===== config.mk =====
export PLATFORM = sky130hd
export DESIGN_NAME = utopia_phy_rx_source
export DESIGN_NICKNAME = d
export VERILOG_FILES = /design/src/rtl/utopia_phy_rx_source.sv
export SDC_FILE = /design/constraint.sdc
export NUM_CORES = 1
export LEC_CHECK = 0
export BUFFER_PORTS_ARGS = -buffer_cell sky130_fd_sc_hd__buf_2
export CAP_MARGIN = 20
export CORE_MARGIN = 2
export CORE_UTILIZATION = 35
export CTS_BUF_LIST = sky130_fd_sc_hd__clkbuf_16
export CTS_CLUSTER_SIZE = 40
export DETAILED_ROUTE_END_ITERATION = 8
export GPL_ROUTABILITY_DRIVEN = 0
export PLACE_DENSITY = 0.54
export SYNTH_ARGS = -nofsm -noshare
export SYNTH_HDL_FRONTEND = slang
export SYNTH_SLANG_ARGS = --single-unit

===== constraint.sdc =====
create_clock -name clk_in -period 8.3 [get_ports clk_in]
set_clock_uncertainty 0.2 [all_clocks]
set_input_delay 1.245 -clock clk_in [delete_from_list [all_inputs] [get_ports clk_in]]
set_output_delay 1.245 -clock clk_in [all_outputs]
set_load 0.05 [all_outputs]

===== src/rtl/utopia_phy_rx_source.sv =====
// Purpose: PHY-side UTOPIA L1 receive cell source; holds one cell and serializes it onto data/soc.
// Latency: clav rises 1 cycle after accept; first octet 1 cycle after en sampled low while loaded.
// Backpressure: cell_ready low while a cell is held; octet transfer pauses whenever en is high.
module utopia_phy_rx_source #(
    parameter int IfWidth   = 8,
    parameter int CellBytes = 53,
    parameter int CntWidth  = 16
) (
    input  logic                   clk_in,
    input  logic                   reset,
    input  logic [CellBytes*8-1:0] cell_in,
    input  logic                   cell_valid,
    output logic                   cell_ready,
    input  logic                   en,
    output logic [IfWidth-1:0]     data,
    output logic                   soc,
    output logic                   valid,
    output logic                   clav,
    output logic [CntWidth-1:0]    cell_count
);

    typedef enum logic [1:0] {
        IDLE   = 2'd0,
        LOADED = 2'd1,
        SEND   = 2'd2
    } state_t;

    localparam logic [5:0] LastIdx = 6'(CellBytes - 1);

    state_t                 state, state_nxt;
    logic [CellBytes*8-1:0] cell_buf, cell_buf_nxt;
    logic [5:0]             idx, idx_nxt;
    logic [IfWidth-1:0]     data_nxt;
    logic                   soc_nxt, valid_nxt, clav_nxt;
    logic [CntWidth-1:0]    cell_count_nxt;
    logic [IfWidth-1:0]     cur_octet;

    // Octet idx of the held cell; octet 0 sits in the most significant byte.
    assign cur_octet = cell_buf[(CellBytes - 1 - int'(idx)) * IfWidth +: IfWidth];

    // A new cell can only be taken while nothing is held.
    assign cell_ready = (state == IDLE);

    // Next-state and next-output decode; everything holds unless a transfer happens.
    always_comb begin
        state_nxt      = state;
        cell_buf_nxt   = cell_buf;
        idx_nxt        = idx;
        data_nxt       = data;
        soc_nxt        = soc;
        valid_nxt      = 1'b0;
        clav_nxt       = clav;
        cell_count_nxt = cell_count;
        unique case (state)
            IDLE: begin
                if (cell_valid) begin
                    cell_buf_nxt = cell_in;
                    idx_nxt      = 6'd0;
                    clav_nxt     = 1'b1;
                    state_nxt    = LOADED;
                end
            end
            LOADED: begin
                if (!en) begin
                    data_nxt  = cur_octet;
                    soc_nxt   = 1'b1;
                    valid_nxt = 1'b1;
                    idx_nxt   = 6'd1;
                    state_nxt = SEND;
                end
            end
            SEND: begin
                soc_nxt = 1'b0;
                if (!en) begin
                    data_nxt  = cur_octet;
                    valid_nxt = 1'b1;
                    idx_nxt   = idx + 6'd1;
                    if (idx == LastIdx) begin
                        clav_nxt       = 1'b0;
                        cell_count_nxt = cell_count + CntWidth'(1);
                        state_nxt      = IDLE;
                    end
                end
            end
            default: begin
                state_nxt = IDLE;
            end
        endcase
    end

    // State, cell buffer and registered outputs; reset discards any cell in flight.
    always_ff @(posedge clk_in or negedge reset) begin
        if (!reset) begin
            state      <= IDLE;
            cell_buf   <= '0;
            idx        <= 6'd0;
            data       <= '0;
            soc        <= 1'b0;
            valid      <= 1'b0;
            clav       <= 1'b0;
            cell_count <= '0;
        end else begin
            state      <= state_nxt;
            cell_buf   <= cell_buf_nxt;
            idx        <= idx_nxt;
            data       <= data_nxt;
            soc        <= soc_nxt;
            valid      <= valid_nxt;
            clav       <= clav_nxt;
            cell_count <= cell_count_nxt;
        end
    end

endmodule


==> flow_summary.ini <==
[floorplanning]
start_util = 0.353
num_io_pins = 456
die_area_mm2 = 0.0613
core-area_mm2 = 0.0588
rows = 89
die_w_um = 248
die_height_um = 248

[sta]
finalHoldWorstSlack_ps = 265
tightest_slew_ps = 1190
fin_crit_ps = 3920
relSlewSlack = 0.205
final_max_slew_viol_count = 0
tns_ps = 0
max_freq_mhz = 255
finalHoldViolCount = 0
setup_ws_ps = 4380
setup_viol = 0
period_share = 0.472
rsz0062_at_grt = false

[finish]
final_layout_size_suffix_gt1_frac = 0.516
nets = 2400
final_cells = 2793
area_growth_pct = 23.4
fin_area_mm2 = 0.0256
fin_util = 0.436

[synth]
synth_edf_count = 0
ys_ff_latch = 459
avgSynthCellArea_um2 = 13.5
postSynthCellCount = 1537
async_flop_share = 1.00
seq_area_frac_synth = 0.553
synth_cell_types = 46
syn_area_mm2 = 0.0208
synth.net_count = 1972
yosysWarnings = 0
synth_flop_cell = dfrtp_1

[global_routing]
antenna_found_initial = 39
grt.total_usage = 0.208
grt_pass1_vias = 15043
grt_pass1_wl_um = 94900
grt_max_degree = 186
grt_overflow = 0

[placement]
detailed_place.area_mm2 = 0.0238
portBuffers = 455
dp.cells = 2684
place_ws_ps = 4260
hpwl_um = 46200

[pwr]
leakage_nw = 11.4
p_per_area_mw_per_mm2 = 385
ir_worst_vdd_uv = 199
power_mw = 9.85

[worst_hold_path]
hold_path_depth = 1
min_path_type = flop to flop

[clock_network]
clk_pin_slew_worst_paths_ps = 60
cts_root_buf = clkbuf_16
postCtsSetupBuffers = 0
cts-resized-gates = 0
insertion_delay_ps = 600
cts_tree = done
clock_sinks = 459
clock_path_buffers = 3
cts_hold_buf = 0
numCtsBuffers = 52
htree_levels = 2

[detailed_routing]
dr.pass1.iters = 4
final_antenna_net_count = 0
num_vias = 14300
wire_per_inst_um = 23.0
viasPerCell = 5.12
wl_um = 64100
drc = 0
first_iter_violations = 659

[worst_setup_path]
start_kind = flop
worstPathRequired_ps = 8600
cp.arrival_ps = 4220
crit_fanout = 56
crit_path_end_kind = flop
crit_type = flop to flop
reg2reg_depth = 10

[status]
status = finished clean

[job]
cap_violations = 0
[synth_stat cells, types with 3 or more instances]
cell	number	area, µm²
dfrtp_1	459	11500
nor3_1	5	25.0
nand2b_1	3	18.8
a211o_1	8	70.1
o22ai_1	7	43.8
nand2_1	182	683
a311oi_1	7	61.3
buf_4	4	30.0
nor2b_1	6	37.5
ha_1	7	87.6
o21ai_0	26	130
a31oi_1	24	150
buf_1	9	33.8
nor2_1	28	105
a32oi_1	22	193
xnor2_1	13	114
xor2_1	4	35.0
buf_2	16	80.1
inv_1	8	30.0
nand4_1	6	37.5
mux4_2	50	1130
mux2i_1	49	490
clkbuf_1	69	259
a221oi_1	5	43.8
nand3_1	62	310
and2_1	4	25.0
mux2_2	431	4850
[layout make-up]
type	count	area [µm²]
fill	5507	33200
sequential	459	11500
multi-input combinational	972	8880
timing repair buffer	472	2460
clock buffer	52	1300
tap	773	967
clock inverter	39	434
antenna	18	45.0
inverter	8	30.0
[final timing paths]
check	start	end	slack (ps)
hold reg to reg	cell_count[15]	cell_count[15]	270
hold / removal	cell_count[15]	cell_count[15]	270
setup / recovery	idx[0]	data[4]	4380
min in group asynchronous	reset	cell_buf[325]	470
setup reg to reg	idx[0]	data[4]	4380
max in group asynchronous	reset	cell_buf[57]	5840
[per-layer routing]
layer | track usage | vias to the layer above | routed length [µm]
li1 | - | 6465 | -
met1 | 0.259 | 7266 | 26300
met2 | 0.348 | 412 | 31100
met3 | 0.0675 | 119 | 5260
met4 | 0.0534 | 38 | 1260
met5 | 0 | - | 221
[logic make-up (layout without fill, tap and decap cells)]
group	Yosys count	after routing	synth area share
and+or+nand+nor	303	303	0.0622
muxes	530	530	0.312
DFF	459	459	0.553
adders and majority gates	7	7	0.00422
buffers and inverters	106	571	0.0209
AOI/OAI and AO/OA	113	113	0.0390
other	0	18	0
xor gates and xnor gates	19	19	0.00874
[state kept, by name, summed over array words and instances (netlist names)]
register    flops
cell_buf      424
cell_count     16
clav            1
data            8
idx             6
soc             1
state           2
valid           1
[critical path: stages (launching register included)]
cell,delay [ps]
dfrtp_4,580
inv_1,250
ha_4,250
xor2_4,160
buf_4,450
buf_4,670
mux4_2,400
and2_1,170
a211oi_1,230
a311oi_1,70
a211o_1,330
[power breakdown]
part | switching [mW] | internal [mW]
clock | 0.956 | 1.41
combinational | 1.69 | 1.84
sequential | 0.622 | 3.34
[cell usage in the layout, fill, tap and decap left out, drive strengths merged, types with 2 or more instances in the layout]
cell type	count
nor4	2
a32oi	22
a2bb2oi	2
nand2b	3
nor2b	6
o21ai	26
nor2	28
inv	20
nand3	62
o22ai	7
nand4	6
mux2i	49
bufinv	9
a21o	2
a31oi	24
diode	18
buf	472
clkinv	17
xor2	5
a211o	8
and2	4
dfrtp	459
mux4	50
a21oi	2
nor3	5
xnor2	14
clkbuf	52
or3	2
nand2	182
a311oi	7
ha	7
a221oi	5
mux2	431
No activity file was read; power rests on OpenSTA's default activity.
